===== config.mk =====
export PLATFORM = sky130hd
export DESIGN_NAME = mem_store_buffer
export DESIGN_NICKNAME = d
export VERILOG_FILES = /design/src/rtl/mem_store_buffer_pkg.sv /design/src/rtl/mem_sb_cam.sv /design/src/rtl/mem_store_buffer.sv
export SDC_FILE = /design/constraint.sdc
export NUM_CORES = 1
export LEC_CHECK = 0
export BUFFER_PORTS_ARGS = -buffer_cell sky130_fd_sc_hd__buf_2
export CAP_MARGIN = 25
export CORE_ASPECT_RATIO = 0.7
export CORE_MARGIN = 1.5
export CORE_UTILIZATION = 59
export DETAILED_ROUTE_END_ITERATION = 10
export PLACE_DENSITY = 0.81
export SLEW_MARGIN = 15
export SYNTH_ARGS = -nofsm -noshare
export SYNTH_HDL_FRONTEND = slang
export SYNTH_SLANG_ARGS = --single-unit

===== constraint.sdc =====
create_clock -name i_clk -period 4.4 [get_ports i_clk]
set_input_delay 0.66 -clock i_clk [delete_from_list [all_inputs] [get_ports i_clk]]
set_output_delay 0.66 -clock i_clk [all_outputs]
set_load 0.01 [all_outputs]

===== src/rtl/mem_store_buffer_pkg.sv =====
// Shared types for the MEM-stage store buffer: memory control word, FSM states, entry layout.
package mem_store_buffer_pkg;

   typedef struct packed {
      logic       memRead;
      logic       memWrite;
      logic [1:0] size;     // 0 = byte, 1 = half, 2 = word
      logic       sign;
   } mem_ctrl_t;

   typedef enum logic {
      RUN   = 1'b0,
      FENCE = 1'b1
   } sb_state_t;

   typedef struct packed {
      logic [31:0] addr;
      logic [31:0] data;
      logic [1:0]  size;
   } sb_entry_t;

   localparam logic [1:0] SZ_B = 2'd0;
   localparam logic [1:0] SZ_H = 2'd1;
   localparam logic [1:0] SZ_W = 2'd2;

   // Keep only the low bytes a store of this size actually writes
   function automatic logic [31:0] size_mask(input logic [1:0] size);
      case (size)
         SZ_B:    return 32'h0000_00FF;
         SZ_H:    return 32'h0000_FFFF;
         default: return 32'hFFFF_FFFF;
      endcase
   endfunction

endpackage


===== src/rtl/mem_sb_cam.sv =====
// Store-buffer entry array with per-entry valid bits and word-address match against a load.
module mem_sb_cam
   import mem_store_buffer_pkg::*;
#(
   parameter  int DEPTH = 4,
   localparam int PW    = $clog2(DEPTH)
) (
   input  logic             i_clk,
   input  logic             i_reset_n,
   input  logic             i_push,
   input  logic [PW-1:0]    i_push_idx,
   input  sb_entry_t        i_push_entry,
   input  logic             i_pop,
   input  logic [PW-1:0]    i_pop_idx,
   output sb_entry_t        o_head_entry,
   input  logic [31:0]      i_lookup_addr,
   output logic [DEPTH-1:0] o_conflict
);

   sb_entry_t        entries [DEPTH];
   logic [DEPTH-1:0] valid;

   // Valid bits: clear on pop, set on push; push wins when full and both hit the same slot
   always_ff @(posedge i_clk or negedge i_reset_n) begin
      if (!i_reset_n) begin
         valid <= '0;
      end else begin
         if (i_pop)  valid[i_pop_idx]  <= 1'b0;
         if (i_push) valid[i_push_idx] <= 1'b1;
      end
   end

   // Payload needs no reset: every use is qualified by its valid bit
   always_ff @(posedge i_clk) begin
      if (i_push) entries[i_push_idx] <= i_push_entry;
   end

   assign o_head_entry = entries[i_pop_idx];

   // Flag every live entry whose word address matches the load
   always_comb begin
      o_conflict = '0;
      for (int i = 0; i < DEPTH; i++)
         o_conflict[i] = valid[i] && (entries[i].addr[31:2] == i_lookup_addr[31:2]);
   end

endmodule


===== src/rtl/mem_store_buffer.sv =====
// MEM-stage store buffer: queues stores, drains them in order when the port is free,
// lets non-conflicting loads bypass, and drains fully on a fence.
module mem_store_buffer
   import mem_store_buffer_pkg::*;
#(
   parameter  int DEPTH = 4,
   localparam int PW    = $clog2(DEPTH),
   localparam int CW    = $clog2(DEPTH) + 1
) (
   input  logic          i_clk,
   input  logic          i_reset_n,
   input  logic          i_valid,
   input  logic [31:0]   i_memAddr,
   input  logic [31:0]   i_writeData,
   input  mem_ctrl_t     i_ctrlMEM,
   input  logic          i_memBusy,
   input  logic          i_fence,
   output logic [31:0]   o_memAddr,
   output logic [31:0]   o_writeData,
   output mem_ctrl_t     o_ctrlMEM,
   output logic          o_stall,
   output logic [CW-1:0] o_count
);

   sb_state_t        state, state_next;
   logic [PW-1:0]    head, tail;
   logic [CW-1:0]    count, count_next;
   logic             is_load, is_store, conflict, full;
   logic             fence_block, load_issue, drain, push;
   logic [DEPTH-1:0] conflict_vec;
   sb_entry_t        head_entry, push_entry;

   assign is_load  = i_valid & i_ctrlMEM.memRead;
   assign is_store = i_valid & i_ctrlMEM.memWrite;
   assign conflict = |conflict_vec;
   assign full     = (count == CW'(DEPTH));
   assign o_count  = count;

   assign push_entry.addr = i_memAddr;
   assign push_entry.data = i_writeData & size_mask(i_ctrlMEM.size);
   assign push_entry.size = i_ctrlMEM.size;

   mem_sb_cam #(.DEPTH(DEPTH)) u_cam (
      .i_clk         (i_clk),
      .i_reset_n     (i_reset_n),
      .i_push        (push),
      .i_push_idx    (tail),
      .i_push_entry  (push_entry),
      .i_pop         (drain),
      .i_pop_idx     (head),
      .o_head_entry  (head_entry),
      .i_lookup_addr (i_memAddr),
      .o_conflict    (conflict_vec)
   );

   // Control: a fence blocks new accesses from the cycle it is seen until the buffer empties
   always_comb begin
      fence_block = (state == FENCE) || (i_fence && count != '0);
      load_issue  = is_load && !conflict && !fence_block;
      drain       = (count != '0) && !load_issue && !i_memBusy;
      o_stall     = fence_block || (is_load && conflict) || (is_store && full && !drain);
      push        = is_store && !o_stall;
      count_next  = count + CW'(push) - CW'(drain);
      state_next  = (fence_block && count_next != '0) ? FENCE : RUN;
   end

   // Memory port mux: bypassing load first, then head-of-queue drain, else idle
   always_comb begin
      o_memAddr   = '0;
      o_writeData = '0;
      o_ctrlMEM   = '0;
      if (load_issue) begin
         o_memAddr          = i_memAddr;
         o_ctrlMEM          = i_ctrlMEM;
         o_ctrlMEM.memWrite = 1'b0;
      end else if (drain) begin
         o_memAddr          = head_entry.addr;
         o_writeData        = head_entry.data;
         o_ctrlMEM.memWrite = 1'b1;
         o_ctrlMEM.size     = head_entry.size;
      end
   end

   // State, pointers and occupancy; pointers wrap naturally since DEPTH is a power of two
   always_ff @(posedge i_clk or negedge i_reset_n) begin
      if (!i_reset_n) begin
         state <= RUN;
         head  <= '0;
         tail  <= '0;
         count <= '0;
      end else begin
         state <= state_next;
         count <= count_next;
         if (drain) head <= head + PW'(1);
         if (push)  tail <= tail + PW'(1);
      end
   end

endmodule


==> run metrics <==
outcome=completed; sequential area share after synthesis=65.2%; Max Cap Viol=0; Pwr Total=7.29 mW; critical-path cell list=or3_1 -> a21oi_1 -> and3_1 -> nand3_4 -> buf_4 -> o21ai_0 -> buf_2; DR pass1 iterations=5; setup repair after global routing missed its margin=false; worst rel slew slack=45.2%; maximum clock path buffer count=3; Vias/cell=5.95; Clock transition at path regs=60 ps; library cells used by synthesis=32; HPWL after DPL=17600 um; P&R area growth vs syn=13.2%; DP Area=0.0135 mm^2; layout cell share with drive strength beyond 1=28.8%; Seq cells post-synth=276; Die Area=0.0223 mm^2; critical path data required time=3740 ps; H-tree levels=1; Area contributors post-synth=edfxtp_1 63%, mux4_2 12%, xnor2_1 8.5%; Synth Instances=786; Mean Syn Cell Area=16.1 um^2; Worst-Skew Late Latency=520 ps; leading area contributor after synthesis=edfxtp_1; setup bufs post-CTS=0; CTS Sinks=276; gpl congestion=0.891; worst-case clock skew=10.1 ps; HP Class=in2async; Leak Pwr=5.08 nW; final wirelength=27300 um; Final Max Tran Viols=0; Buf+Inv Stages, Crit Path=2; CP max stage cell=dfrtp_1; total CTS buffers=25; slowest stage delay, CP=420 ps; Top delay family on crit path=simple AND/OR/NAND/NOR gates; P per Cell Area=510 mW/mm^2; die width=178 um; CTS tree=built; NumNets Final=992; Total GRT Usage=25.1%; number of global-route vias before repair=7011; final total negative setup slack=0 ps; Via Count=7138; Max Freq=0.264 GHz; CP endpoint kind=output pin; I/O Buffers=146; worst-path fanout max=33; IR drop worst, VDD=281 uV; largest net degree at the start of global routing=71; global-route wire length before repair=41600 um; final worst setup slack=611 ps; period utilization=86.1%; Root Buffer=clkbuf_16; crit path time final=3790 ps; worst-margin pin slew=822 ps; drt wl/cell=22.8 um; YS warnings=0; GR Overflow Total=0; Final Setup Violations=0; Mapped Area=0.0126 mm^2; crit start category=register; Starting Density=60.5%; io pins=147; post-route ant nets=0; Mapped Nets=871; Design Area, Final=0.0143 mm^2; Resize count post-CTS=0; initial antenna violation count=1; initial DRC count=618; Synth top area share=62.8%; Core ar.=0.0209 mm^2; Std-Cell Rows=44; DRC Markers=0; Final Hold Fails=0; CTS Hold Bufs=0; worst path arrival time=3130 ps; DP Worst Slack=632 ps; Die Height=125 um; post-layout util=68.5%; WS Path Type=reg2out
state kept, by name (all words and copies together), names as in the netlist:
signal,count
head,2
u_cam.entries,264
tail,2
u_cam.valid,4
state,1
o_count,3
placed cells by master (no fill, tap or decap), types with 3 or more instances in the layout:
master / count
mux4_2: 66
dfrtp_1: 10
edfxtp_1: 264
buf_4: 10
nor2b_1: 8
xnor2_1: 123
nor2_1: 4
and2_1: 17
nor4_1: 8
o21ai_1: 4
and3_1: 33
clkbuf_16: 25
o21ai_0: 30
buf_2: 146
clkbuf_1: 10
a22o_1: 4
and2_4: 3
nand4_1: 29
inv_1: 45
clkinv_1: 4
buf_12: 5
nand3_1: 42
ha_1: 10
cells in the mapped netlist:
| cell | instances |
|---|---|
| a22oi_1 | 2 |
| and2_1 | 21 |
| a31o_1 | 1 |
| nor4_1 | 8 |
| edfxtp_1 | 264 |
| xor2_1 | 1 |
| inv_1 | 45 |
| buf_2 | 29 |
| nand3_1 | 42 |
| ha_1 | 10 |
| and3_1 | 33 |
| nand3_2 | 1 |
| a22o_1 | 4 |
| mux2_2 | 1 |
| o21ai_0 | 30 |
| buf_6 | 8 |
| a21oi_1 | 2 |
| buf_4 | 3 |
| nor2_1 | 4 |
| o21ai_1 | 4 |
| nand2_1 | 2 |
| mux2_1 | 1 |
| and4_4 | 1 |
| nor3_1 | 1 |
| fa_1 | 1 |
| nor2b_1 | 9 |
| clkbuf_1 | 27 |
| or3_1 | 1 |
| dfrtp_1 | 12 |
| nand4_1 | 29 |
| mux4_2 | 66 |
| xnor2_1 | 123 |
power by group:
group / internal, mW / leakage [nW] / total, mW / switching (mW)
clock network: 1.16 / 0.362 / 2.05 / 0.893
registers: 3.01 / 2.53 / 3.23 / 0.215
logic: 1.03 / 2.18 / 2.01 / 0.976
cell families (layout without fill, tap and decap cells):
group	count (synthesis)	after routing	share of synthesized area [%]
compound gates	43	43	1.89
other cells	0	1	0
buf+inv	112	249	4.18
fa+ha+maj	11	11	1.15
flops	276	276	65.2
xor+xnor	124	124	8.60
mux	68	68	12.0
simple gates	152	152	7.06
cell type report:
class                           instances  area [um^2]
Sequential cell                       276         8230
Fill cell                            1389         6570
Multi-Input combinational cell        398         3890
Timing Repair Buffer                  161          906
Clock buffer                           35          663
Tap cell                              276          345
Inverter                               45          169
Clock inverter                          8         85.1
Antenna cell                            1         2.50
routing by layer:
metal  track usage (%)  vias to the layer above  part of all wire (%)
met4              5.19                        0                   1.8
met5                 0                        -                     0
met1              39.6                     3553                    45
met2              36.5                      346                    44
met3              5.05                       41                   9.1
li1                  -                     3198                     -
metrics by stage:
stage	hold slack, ps	instances
final	18.7	1200
after global routing	23.0	1199
after CTS	11.3	1199
after detailed placement	509	1156
after global placement	502	1156
after floorplan	364	786
path summary, 6_finish.rpt:
| path | cells past startpoint | startpoint | slack (ps) | end |
|---|---|---|---|---|
| setup / recovery | 7 | o_count[2] | 610 | o_memAddr[23] |
| hold / removal | 1 | i_reset_n | 20 | o_count[2] |
| setup reg to reg | 13 | o_count[2] | 880 | state |
| hold reg to reg | 2 | state | 530 | state |
| max in group asynchronous | 1 | i_reset_n | 4120 | head[0] |
| min in group i_clk | 1 | i_writeData[2] | 370 | u_cam.entries[2][4] |
Power figures use the tool's default switching activity.
